**src/rtl/phase_timer.sv**
```systemverilog
// phase_timer: four-phase traffic sequencer (GREEN -> YELLOW -> ALL_RED) for
// an 8-lane intersection, with safe emergency preemption (EMERG state).
// Optional build macro: PHASE_TIMER_FAST_PREEMPT_EN -- when defined, a GREEN
// request whose mask covers every currently lit lane jumps straight to EMERG
// without a yellow/all-red gap.
// Handshake: none. loadCommand is a level that is sampled every cycle; there
// is no ready/acknowledge, and the last request seen overwrites the pending one.
// The FSM state is held in the register `state` (type phaseState_t).
module phase_timer #(
  parameter int GREEN_TIME  = 20,
  parameter int YELLOW_TIME = 3,
  parameter int ALLRED_TIME = 1,
  parameter int TIME_W      = 7
) (
  input  logic              clk,
  input  logic              resetN,
  input  logic              tickEn,
  input  logic [0:7]        laneOutput,
  input  logic              loadCommand,
  input  logic [TIME_W-1:0] loadTime,
  output logic [0:7]        greenLanes,
  output logic [0:7]        yellowLanes,
  output logic [TIME_W-1:0] timeRemaining,
  output logic [1:0]        phase,
  output logic              emergencyActive
);

  typedef enum logic [1:0] {
    ALL_RED = 2'd0,
    GREEN   = 2'd1,
    YELLOW  = 2'd2,
    EMERG   = 2'd3
  } phaseState_t;

  localparam logic [TIME_W-1:0] ONE       = TIME_W'(1);
  // A zero duration is stretched to one tick so every state lasts >= 1 tick.
  localparam logic [TIME_W-1:0] GREEN_LD  = (GREEN_TIME  == 0) ? ONE : TIME_W'(GREEN_TIME);
  localparam logic [TIME_W-1:0] YELLOW_LD = (YELLOW_TIME == 0) ? ONE : TIME_W'(YELLOW_TIME);
  localparam logic [TIME_W-1:0] ALLRED_LD = (ALLRED_TIME == 0) ? ONE : TIME_W'(ALLRED_TIME);

  phaseState_t       state, stateNext;
  logic [1:0]        phaseNext;
  logic [TIME_W-1:0] counter, counterNext;
  logic              pend, pendNext;
  logic [0:7]        pendMask, pendMaskNext;
  logic [TIME_W-1:0] pendTime, pendTimeNext;
  logic [0:7]        curMask, curMaskNext;
  logic              req, expire, fastOk;

  function automatic logic [TIME_W-1:0] clampDur(input logic [TIME_W-1:0] d);
    return (d == '0) ? ONE : d;
  endfunction

  // Two adjacent lanes served by a normal phase; lane 0 is the leftmost bit.
  function automatic logic [0:7] phaseLanes(input logic [1:0] p);
    logic [0:7] m;
    m = 8'b1100_0000 >> {p, 1'b0};
    return m;
  endfunction

  assign req    = loadCommand && (laneOutput != '0);
  assign expire = tickEn && (counter == ONE);

`ifdef PHASE_TIMER_FAST_PREEMPT_EN
  assign fastOk = ((laneOutput & curMask) == curMask);
`else
  assign fastOk = 1'b0;
`endif

  // Next-state, countdown and request-capture logic.
  always_comb begin
    stateNext    = state;
    phaseNext    = phase;
    counterNext  = counter;
    pendNext     = pend;
    pendMaskNext = pendMask;
    pendTimeNext = pendTime;
    curMaskNext  = curMask;

    if (req) begin
      pendNext     = 1'b1;
      pendMaskNext = laneOutput;
      pendTimeNext = loadTime;
    end
    if (tickEn) counterNext = counter - ONE;

    case (state)
      GREEN: begin
        if (req && fastOk) begin
          stateNext   = EMERG;
          curMaskNext = laneOutput;
          counterNext = clampDur(loadTime);
          pendNext    = 1'b0;
        end else if (req || expire) begin
          stateNext   = YELLOW;
          counterNext = YELLOW_LD;
        end
      end
      YELLOW: begin
        if (expire) begin
          stateNext   = ALL_RED;
          counterNext = ALLRED_LD;
        end
      end
      ALL_RED: begin
        if (expire) begin
          if (req || pend) begin
            // A request on this very cycle is the newest, so it wins.
            stateNext   = EMERG;
            curMaskNext = req ? laneOutput : pendMask;
            counterNext = clampDur(req ? loadTime : pendTime);
            pendNext    = 1'b0;
          end else begin
            // phase always names the next phase to serve, so it advances as
            // soon as a phase is taken; a preempted phase is thereby skipped.
            stateNext   = GREEN;
            curMaskNext = phaseLanes(phase);
            phaseNext   = phase + 2'd1;
            counterNext = GREEN_LD;
          end
        end
      end
      EMERG: begin
        if (req && (laneOutput == curMask)) begin
          // Refresh of the running emergency: extend, do not queue.
          counterNext  = clampDur(loadTime);
          pendNext     = pend;
          pendMaskNext = pendMask;
          pendTimeNext = pendTime;
        end else if (req || expire) begin
          stateNext   = YELLOW;
          counterNext = YELLOW_LD;
        end
      end
      default: stateNext = ALL_RED;
    endcase
  end

  // State and datapath registers with synchronous active-low reset.
  always_ff @(posedge clk) begin
    if (!resetN) begin
      state    <= ALL_RED;
      phase    <= 2'd0;
      counter  <= ALLRED_LD;
      pend     <= 1'b0;
      pendMask <= '0;
      pendTime <= '0;
      curMask  <= '0;
    end else begin
      state    <= stateNext;
      phase    <= phaseNext;
      counter  <= counterNext;
      pend     <= pendNext;
      pendMask <= pendMaskNext;
      pendTime <= pendTimeNext;
      curMask  <= curMaskNext;
    end
  end

  // Lamp decode from registered state only.
  always_comb begin
    greenLanes      = '0;
    yellowLanes     = '0;
    emergencyActive = 1'b0;
    case (state)
      GREEN:   greenLanes = curMask;
      EMERG: begin
        greenLanes      = curMask;
        emergencyActive = 1'b1;
      end
      YELLOW:  yellowLanes = curMask;
      default: ;
    endcase
  end

  assign timeRemaining = counter;

endmodule

```
**config.mk**
```make
export PLATFORM = sky130hd
export DESIGN_NAME = phase_timer
export DESIGN_NICKNAME = d
export VERILOG_FILES = /design/src/rtl/phase_timer.sv
export SDC_FILE = /design/constraint.sdc
export NUM_CORES = 1
export LEC_CHECK = 0
export CAP_MARGIN = 15
export CORE_MARGIN = 10
export CORE_UTILIZATION = 35
export CTS_BUF_LIST = sky130_fd_sc_hd__clkbuf_4 sky130_fd_sc_hd__clkbuf_8 sky130_fd_sc_hd__clkbuf_16
export CTS_CLUSTER_DIAMETER = 120
export CTS_CLUSTER_SIZE = 20
export DETAILED_ROUTE_END_ITERATION = 16
export DONT_BUFFER_PORTS = 1
export MAX_ROUTING_LAYER = met4
export SYNTH_ARGS = -nofsm -noshare
export SYNTH_HDL_FRONTEND = slang
export SYNTH_SLANG_ARGS = --single-unit
```
**constraint.sdc**
```tcl
create_clock -name clk -period 1.87 [get_ports clk]
set_clock_uncertainty 0.05 [all_clocks]
set_input_delay 0.2805 -clock clk [delete_from_list [all_inputs] [get_ports clk]]
set_output_delay 0.2805 -clock clk [all_outputs]
set_load 0.01 [all_outputs]
```
# [Word level (Yosys, flattened, before mapping)]
# Index checks and enable logic that the tools add are counted.
[op_classes] n_mux=30 n_reduce_logical=13 n_addsub=2 n_shift=1 n_eq_ne=8 n_bitwise=1
[ops] operator="$mux 7" n=11
[ops] operator="$mux 8" n=6
[ops] operator="$pmux 7 s4" n=1
[ops] operator="$logic_not 7->1" n=2
[ops] operator="$mux 2" n=5
[ops] operator="$eq 8x8->1" n=1
[ops] operator="$pmux 2 s4" n=1
[ops] operator="$reduce_bool 8->1" n=1
[ops] operator="$shr 8x3->8 const A" n=1
[ops] operator="$eq 7x1->1 const B" n=1
[ops] operator="$sub 7x1->7 const B" n=1
[ops] operator="$ne 2x2->1 const B" n=3
[ops] operator="$reduce_and 3->1" n=2
[ops] operator="$mux 1" n=5
[ops] operator="$eq 2x2->1 const B" n=2
[ops] operator="$logic_and 1x1->1" n=3
[ops] operator="$add 2x1->2 const B" n=1
[ops] operator="$eq 2x1->1 const B" n=1
[ops] operator="$logic_not 2->1" n=1
[ops] operator="$logic_or 1x1->1" n=2
[ops] operator="$pmux 1 s2" n=1
[ops] operator="$reduce_and 2->1" n=1
[ops] operator="$reduce_or 2->1" n=1
[ops] operator="$not 1->1" n=1
[totals] elab_cells=62 in_bits=19 out_inout_bits=26 regBits=35

# [Depth between registers and ports, before layout]
# Gate-level depths: netlist (run 1).
[logic_depth] depth_word=8 depth_mapped=8 ltp_nobuf=7

# [Least setup slack after synthesis (run 1)]
# No wires, ideal clock.
[synth_timing] path_type="in2reg" start="input port laneOutput[3] in the netlist's numbering" end="register counter[4], in the netlist timeRemaining[4]" n_path_buf=0 setup_slack_ns=0.090 setup_time_ns=0.120 t_required_ns=1.700 arrival_ns=1.610 cell_stages=5 path_cell_list="or4_4 > o21a_2 > and4_4 > and3_4 > o31a_1"
[synth_via] elab_chain_len=8 word_cells_on_any_way=14 cone_classes="1 x eq/ne; 7 x mux; 6 x reduce/logical"
[synth_rtl] item="start: declaration" line_no="18" text="input logic [0:7] laneOutput,"
[synth_rtl] item="$reduce_bool 8->1" line_no="61" text="assign req = loadCommand && (laneOutput != '0);"
[synth_rtl] item="$logic_and 1x1->1" line_no="61"
[synth_rtl] item="$mux 7" line_no="111" text="counterNext = clampDur(req ? loadTime : pendTime);"
[synth_rtl] item="$logic_not 7->1" line_no="51" text="return (d == '0) ? ONE : d;"
[synth_rtl] item="$mux 7" line_no="51"
[synth_rtl] item="$mux 7" line_no="107" text="if (req || pend) begin"
[synth_rtl] item="$mux 7" line_no="106" text="if (expire) begin"
[synth_rtl] item="$pmux 7 s4 *" line_no="87" text="case (state)"
[synth_rtl] item="end signal: assignment" line_no="152" text="counter <= counterNext;"
[synth_rtl] item="end: declaration" line_no="43" text="logic [TIME_W-1:0] counter, counterNext;"
# Mark *: on every way between the ends. The rest lies on a longest branch, timed or not.
# A chain may end at the register's enable or synchronous reset.

# [Final worst setup path (run 1)]
[layout_timing] start="register counter[4], in the netlist timeRemaining[4]" end="register counter[5], in the netlist timeRemaining[5]"
[layout_via] elab_chain_len=6 word_cells_on_any_way=10 cone_classes="1 x add/sub; 1 x eq/ne; 6 x mux; 2 x reduce/logical"
[layout_rtl] item="parallel branches: the longest is 5 deep, another holds $sub 7x1->7"
[layout_rtl] item="$pmux 7 s4 *" line_no="87"
# Mark *: on every way between the ends.

==> PnR_summary.wiki, run 1 <==
{| class="wikitable"
! Metric !! Value
|-
| Sequential area share after synthesis || 0.335
|-
| Drt drc || 0
|-
| Placed wire-length estimate after detailed placement || 4660 um
|-
| H-tree lvl count || 2
|-
| Tightest hold margin || 0.0644 ns
|-
| Fin. max-slew vios || 0
|-
| FF+latch count, synth || 35
|-
| Setup repair after global routing missed its margin || yes
|-
| Clock latency of the later-clocked register in the worst-skew pair || 0.29 ns
|-
| Library cells used by synthesis || 43
|-
| Yosys warns || 0
|-
| Element type at the critical path end || flop
|-
| Predominant post-synthesis flop cell || sky130_fd_sc_hd__dfxtp_1
|-
| Sequential fraction of design power || 0.323
|-
| Leakage Power || 1.03 nW
|-
| Pwr per Cell Area || 1290 mW/mm2
|-
| Antenna fix cells || 0
|-
| Sum of overflow across all layers after global routing || 0
|-
| Most frequently used cell type in the post-synthesis netlist || sky130_fd_sc_hd__dfxtp_1
|-
| Netlist Area Pre-Place || 0.00209 mm2
|-
| Largest net degree at the start of global routing || 38
|-
| Number of nets produced by synthesis || 296
|-
| Final period util || 0.974
|-
| Internal power || 2.00 mW
|-
| Post-Place Cells || between 300 and 400
|-
| Clock edge transition at the registers on the reported setup and hold paths || 0.07 ns
|-
| Final Hold Viols || 0
|-
| Core region area || 0.00585 mm2
|-
| Hold crit path type || in2reg
|-
| Filler instances || 613
|-
| Average via count per standard cell || 5.45
|-
| Peak supply drop || 0.531 mV
|-
| Logic pwr share || 0.485
|-
| Num ports || 45
|-
| Clock Sink Count || 35
|-
| Antenna-violating nets left || 0
|-
| Detailed Route WL || between 6000 and 7000 um
|-
| Worst Tran Pin Value || 0.780 ns
|-
| Switching part of the total power || 0.388
|-
| Number of instances in the synthesized netlist || 271
|-
| Arrival time worst endpoint || 2.01 ns
|-
| Largest fanout of any net on the critical path || 5
|-
| Area fraction of the dominant cell type after synthesis || 0.335
|-
| Via count of the first global-routing pass || between 1500 and 2000
|-
| Combined global-route utilization of all metal layers || 0.135
|-
| Logic depth of the worst register-to-register path || 5
|-
| Worst max-slew margin expressed relative to the limit || 0.479
|-
| Global placer's final weighted congestion || 0.864
|-
| Max-cap viol count || 0
|-
| Total power of the final layout || 3.27 mW
|-
| Clock network fraction of design power || 0.192
|-
| Total iterations of the first detailed-routing run || 4
|-
| Result of the run || completed
|-
| Average size of a mapped cell || 7.72 um2
|-
| Leading post-synthesis cells by instance count || sky130_fd_sc_hd__dfxtp_1 (35), sky130_fd_sc_hd__nand2_1 (34), sky130_fd_sc_hd__a21oi_1 (20), sky130_fd_sc_hd__o21ai_0 (20), sky130_fd_sc_hd__nand3_1 (19)
|-
| Clock tree from TritonCTS || built
|-
| Placement row count || 28
|-
| Hold Path Stages || 1
|-
| Switching power total || 1.27 mW
|-
| Startpoint-to-endpoint class of the critical path || reg2reg
|-
| Starting utilization of the core area || 0.358
|-
| Quantity of I/O buffers inserted on ports || 0
|-
| Via count || 2043
|-
| Leading area contributor after synthesis || sky130_fd_sc_hd__dfxtp_1
|-
| Number of failing setup endpoints in the final timing report || 0
|-
| Area enclosed by the die boundary || approximately 0.0095 mm2
|-
| X dimension of the die || 97.3 um
|-
| Number of antenna violations at the first check in global routing || 0
|-
| Final non-filler cell total || 375
|-
| Minimum period implied by the final worst setup slack || 1.82 ns
|-
| Post-synth ARST share || 0
|-
| CTS Buf Count || 5
|-
| Worst setup SP type || flop
|-
| Number of violations reported at the end of detailed-routing iteration 0 || 94
|-
| Synth-to-layout area growth || 21.6%
|-
| Critical path required time || between 2 and 2.5 ns
|-
| First-pass GRT wire length || 10400 um
|-
| Net count reported at finish || 324
|-
| Share of layout cells above drive strength 1 || 0.210
|-
| Highest achievable clock rate || approximately 0.55 GHz
|-
| Vertical extent of the die || between 90 and 100 um
|-
| Dominant cells by area after synthesis || sky130_fd_sc_hd__dfxtp_1 (33%), sky130_fd_sc_hd__nand2_1 (6.1%), sky130_fd_sc_hd__a21oi_1 (4.8%)
|-
| Buffer type at the clock tree root || sky130_fd_sc_hd__clkbuf_8
|-
| Number of synthesized flops with an enable pin || 0
|-
| Maximum clock path buffer count || 2
|-
| Wirelength per Cell || 17.0 um
|}
## cell usage in the layout (no fill, tap or decap), drive strengths merged, types with 2 or more instances in the layout
| master | n |
|---|---|
| buf | 39 |
| dfxtp | 35 |
| nand2 | 34 |
| o21ai | 21 |
| a21oi | 20 |
| nand3 | 19 |
| nor2 | 15 |
| inv | 10 |
| xor2 | 10 |
| and3 | 10 |
| o211ai | 9 |
| nor3 | 9 |
| and2 | 8 |
| clkbuf | 8 |
| a31oi | 7 |
| ha | 6 |
| xnor2 | 5 |
| a22o | 4 |
| nor2b | 4 |
| or4 | 4 |
| nor4 | 4 |
| o21a | 4 |
| nand4 | 3 |
| o31ai | 2 |
## timing repair
item | CTS | global route
endpoints found under the setup margin | 18 | 17
gates cloned | 0 | 1
hold buffers | 0 | 0
buffers inserted | 0 | 2
gates resized for setup | 1 | 12
pin swaps | 1 | 2
## layer usage
layer / routed length [um] / GRT usage / vias to the layer above
met5: 0 / - / -
met4: 70 / 0.0447 / 0
met3: 534 / 0.0505 / 9
met2: 2980 / 0.206 / 63
met1: 2790 / 0.160 / 948
li1: - / - / 1023
## per-stage QoR
step | setup slack, ns | util | TNS [ns] | cell area [um2]
after floorplan | 0.0901 | - | 0 | 2090
after global placement | -0.201 | 0.406 | -3.00 | 2380
after detailed placement | -0.283 | 0.406 | -3.91 | 2380
after CTS | 0.00722 | 0.426 | 0 | 2490
after global routing | -0.0838 | 0.435 | -0.238 | 2550
final | 0.0484 | 0.435 | 0 | 2550
## state kept, by name, summed over array words and instances (netlist names)
| register | cells |
|---|---|
| curMask | 8 |
| pend | 1 |
| pendMask | 8 |
| pendTime | 7 |
| phase | 2 |
| state | 2 |
| timeRemaining | 7 |
## cell families (layout without fill, tap and decap cells)
group | after synthesis | count (layout) | share of synthesized area
flip-flops | 35 | 35 | 0.335
multiplexers | 1 | 1 | 0.00478
AO/OA/AOI/OAI | 71 | 72 | 0.210
adder cells (fa/ha/maj) | 6 | 6 | 0.0359
XOR/XNOR | 15 | 15 | 0.0628
AND/OR/NAND/NOR | 114 | 114 | 0.289
buffers and inverters | 29 | 57 | 0.0628
## worst paths after layout
kind                                  startpoint               end  slack (ns)
worst min-delay path                 loadTime[3]  timeRemaining[3]        0.06
worst max register to register  timeRemaining[4]  timeRemaining[5]        0.05
worst min register to register       pendMask[1]       pendMask[1]        0.41
worst max-delay path            timeRemaining[4]  timeRemaining[5]        0.05
## final cells by class
type / instances / area (um2) / area share
multi-input combinational: 208 / 1320 / 0.517
inverter: 10 / 37.5 / 0.0147
tap: 75 / 93.8 / 0.0369
timing repair buffer: 39 / 293 / 0.115
clock buffer: 8 / 104 / 0.0408
sequential: 35 / 702 / 0.276
## power groups by stage
stage          registers [mW]  logic (mW)  clock network, mW
2_1_floorplan            1.07       0.891                  0
3_3_place_gp             1.06        1.45                  0
3_5_place_dp             1.07        1.46                  0
4_1_cts                  1.05        1.48              0.648
5_1_grt                  1.09        1.76              0.689
6_report                 1.06        1.59              0.628
## critical path, cell delays in order (launching register included)
cell and delay (ns):
sky130_fd_sc_hd__dfxtp_1 0.31, sky130_fd_sc_hd__or4_4 0.58, sky130_fd_sc_hd__nor4_4 0.42, sky130_fd_sc_hd__nand4_1 0.15, sky130_fd_sc_hd__o21ai_1 0.13, sky130_fd_sc_hd__a22o_1 0.13
No activity file was read; power rests on OpenSTA's default activity.
==> inputs of run 2 (changes only) <==
CORE_ASPECT_RATIO = 0.8   (was unset)
==> run 2 against run 1 <==
Non-clock buffer count decreased by 3. Sequential cell count did not move. Critical path depth increased by 1. Clock power down 11%. Largest power group unchanged. Critical path type unchanged. Power down 0.34%.
==> PnR_summary.wiki, run 2 (synthesis results as in run 1) <==
{| class="wikitable"
! Metric !! Value
|-
| Antenna-violating nets left || 0 (unchanged)
|-
| Combined global-route utilization of all metal layers || 0.134 (was 0.135)
|-
| End point of the most critical hold path || timeRemaining[1] (was timeRemaining[3])
|-
| Internal power || 1.94 mW (was 2.00 mW)
|-
| Total power of the final layout || 3.26 mW (was 3.27 mW)
|-
| Setup repair after global routing missed its margin || yes (unchanged)
|-
| Via count of the first global-routing pass || 1863 (was 1986)
|-
| Minimum period implied by the final worst setup slack || 1.79 ns (was 1.82 ns)
|-
| Core region area || 0.00585 mm2 (about the same)
|-
| Via count || 2074 (was 2043)
|-
| Hold Path Stages || 1 (unchanged)
|-
| Total iterations of the first detailed-routing run || 4 (unchanged)
|-
| Leakage Power || 1.02 nW (was 1.03 nW)
|-
| Antenna fix cells || 0 (unchanged)
|-
| Global placer's final weighted congestion || 0.837 (was 0.864)
|-
| Worst max-slew margin expressed relative to the limit || 0.503 (was 0.479)
|-
| Filler instances || 599 (was 613)
|-
| Largest regs || curMask: 8 flops, pendMask: 8 flops (unchanged)
|-
| Startpoint-to-endpoint class of the critical path || reg2reg (unchanged)
|-
| Clock edge transition at the registers on the reported setup and hold paths || 0.07 ns (about the same)
|-
| Worst Hold Launch || resetN (was loadTime[3])
|-
| Final Hold Viols || 0 (unchanged)
|-
| Logic pwr share || 0.500 (was 0.485)
|-
| Fin. max-slew vios || 0 (unchanged)
|-
| Vertical extent of the die || 89.2 um (was 97.3 um)
|-
| Element type at the critical path end || flop (unchanged)
|-
| Leading cell types in the layout, fill and taps excluded || sky130_fd_sc_hd__buf_4 (35), sky130_fd_sc_hd__nand2_1 (33), sky130_fd_sc_hd__dfxtp_1 (32) (was sky130_fd_sc_hd__buf_4 (39), sky130_fd_sc_hd__nand2_1 (34), sky130_fd_sc_hd__dfxtp_1 (34))
|-
| Worst setup SP type || flop (unchanged)
|-
| Final standard cell area without fillers || 0.00257 mm2 (was 0.00255 mm2)
|-
| Max-cap viol count || 0 (unchanged)
|-
| Sum of overflow across all layers after global routing || 0 (unchanged)
|-
| Number of antenna violations at the first check in global routing || 0 (unchanged)
|-
| Share of layout cells above drive strength 1 || 0.233 (was 0.210)
|-
| Peak supply drop || 0.410 mV (was 0.531 mV)
|-
| Area enclosed by the die boundary || 0.00949 mm2 (was 0.00947 mm2)
|-
| CTS Buf Count || 5 (unchanged)
|-
| Accumulated negative setup slack || 0 ns (unchanged)
|-
| Clock tree from TritonCTS || built (unchanged)
|-
| Worst Tran Pin Value || 0.745 ns (was 0.780 ns)
|-
| Largest net degree at the start of global routing || 38 (unchanged)
|-
| Hold crit path type || in2reg (unchanged)
|-
| Buffer type at the clock tree root || sky130_fd_sc_hd__clkbuf_8 (unchanged)
|-
| Dpl cell area || 0.00237 mm2 (was 0.00238 mm2)
|-
| Sequential fraction of design power || 0.328 (was 0.323)
|-
| Logic depth of the worst register-to-register path || 6 (was 5)
|-
| First-pass GRT wire length || 9810 um (was 10400 um)
|-
| Placement row count || 25 (was 28)
|-
| Critical path required time || 2.00 ns (was 2.06 ns)
|-
| Clock network fraction of design power || 0.172 (was 0.192)
|-
| Starting utilization of the core area || 0.358 (about the same)
|-
| Final Util || 0.440 (was 0.435)
|-
| Average via count per standard cell || 5.50 (was 5.45)
|-
| X dimension of the die || 106 um (was 97.3 um)
|-
| Pwr per Cell Area || 1270 mW/mm2 (was 1290 mW/mm2)
|-
| Critical register-to-register path endpoint || timeRemaining[5] (unchanged)
|-
| Synth-to-layout area growth || 22.8% (was 21.6%)
|-
| H-tree lvl count || 2 (unchanged)
|-
| Clock Sink Count || 35 (unchanged)
|-
| Clock latency of the later-clocked register in the worst-skew pair || 0.29 ns (about the same)
|-
| Num ports || 45 (unchanged)
|-
| Result of the run || completed (unchanged)
|-
| Number of failing setup endpoints in the final timing report || 0 (unchanged)
|-
| Most common cell after layout, fill and taps aside || sky130_fd_sc_hd__buf_4 (unchanged)
|-
| Number of violations reported at the end of detailed-routing iteration 0 || 144 (was 94)
|-
| Launching point of the worst reg2reg path || timeRemaining[2] (was timeRemaining[4])
|-
| Quantity of I/O buffers inserted on ports || 0 (unchanged)
|-
| Switching part of the total power || 0.404 (was 0.388)
|-
| Net count reported at finish || 321 (was 324)
|-
| Register-to-register path setup slack || 0.08 ns (was 0.05 ns)
|-
| Maximum clock path buffer count || 2 (unchanged)
|-
| Highest achievable clock rate || 0.558 GHz (was 0.549 GHz)
|-
| Arrival time worst endpoint || 1.92 ns (was 2.01 ns)
|-
| Wirelength per Cell || 17.1 um (was 17.0 um)
|-
| Largest fanout of any net on the critical path || 5 (unchanged)
|-
| Drt drc || 0 (unchanged)
|-
| Final period util || 0.958 (was 0.974)
|-
| Detailed Route WL || 6440 um (was 6380 um)
|-
| Switching power total || 1.32 mW (was 1.27 mW)
|-
| Placed wire-length estimate after detailed placement || 4550 um (was 4660 um)
|}
[run 2: changes by cell type in the layout (fill, tap and decap cells not counted), sizes merged]
cell,change
buf,-3
clkbuf,-2
clkinv,+1
[run 2: layer usage]
| metal | up-vias | routed length [um] | track usage |
|---|---|---|---|
| li1 | 1018 | - | - |
| met1 | 956 | 3010 | 0.173 |
| met2 | 93 | 2700 | 0.186 |
| met3 | 7 | 654 | 0.0540 |
| met4 | 0 | 72 | 0.0380 |
| met5 | - | 0 | - |
[run 2: cell type report]
type,instances,area (um2),area share
timing repair buffer,36,274,0.107
tap,81,101,0.0394
multi-input combinational,208,1370,0.531
sequential,35,704,0.274
clock inverter,1,5.00,0.00195
clock buffer,6,82.6,0.0321
inverter,10,37.5,0.0146
[run 2: through the flow]
stage | setup slack (ns) | hold WS [ns] | cells
floorplan | 0.0901 | 0.356 | 271
global placement | -0.208 | 0.363 | 368
detailed placement | -0.260 | 0.363 | 368
CTS | 0.000230 | 0.0695 | 375
global route | -0.0344 | 0.0553 | 377
finish | 0.0791 | 0.0703 | 377
[run 2: critical path, stage by stage (launching register included)]
cell	delay [ns]
sky130_fd_sc_hd__dfxtp_2	0.34
sky130_fd_sc_hd__buf_4	0.13
sky130_fd_sc_hd__or4b_4	0.54
sky130_fd_sc_hd__nor3_4	0.23
sky130_fd_sc_hd__xnor2_2	0.13
sky130_fd_sc_hd__o21ai_1	0.08
sky130_fd_sc_hd__a22o_1	0.18
[run 2: what timing repair did]
action | 4_1_cts | 5_1_grt
pin swaps | 0 | 5
cloned | 0 | 1
endpoints found under the setup margin | 16 | 21
hold buffers | 0 | 0
setup buffers | 0 | 1
gates resized for setup | 1 | 22
[run 2: worst max path at each step]
stage / endpoint / start / slack [ns] / cells after the start
after floorplan: timeRemaining[4] / laneOutput[3] / 0.09 / 5
after global placement: pendMask[3] / curMask[2] / -0.21 / 5
after detailed placement: pendMask[4] / curMask[6] / -0.26 / 5
after CTS: pendMask[0] / curMask[5] / 0.0002 / 5
after global routing: timeRemaining[3] / timeRemaining[0] / -0.03 / 6
final: timeRemaining[5] / timeRemaining[2] / 0.08 / 6
[run 2: power by group through the flow]
| stage | clock network (mW) | registers [mW] | logic (mW) |
|---|---|---|---|
| after global placement | 0 | 1.07 | 1.46 |
| final | 0.560 | 1.07 | 1.63 |
| after global routing | 0.610 | 1.09 | 1.80 |
| after CTS | 0.573 | 1.06 | 1.48 |
| after floorplan | 0 | 1.07 | 0.891 |
| after detailed placement | 0 | 1.08 | 1.47 |
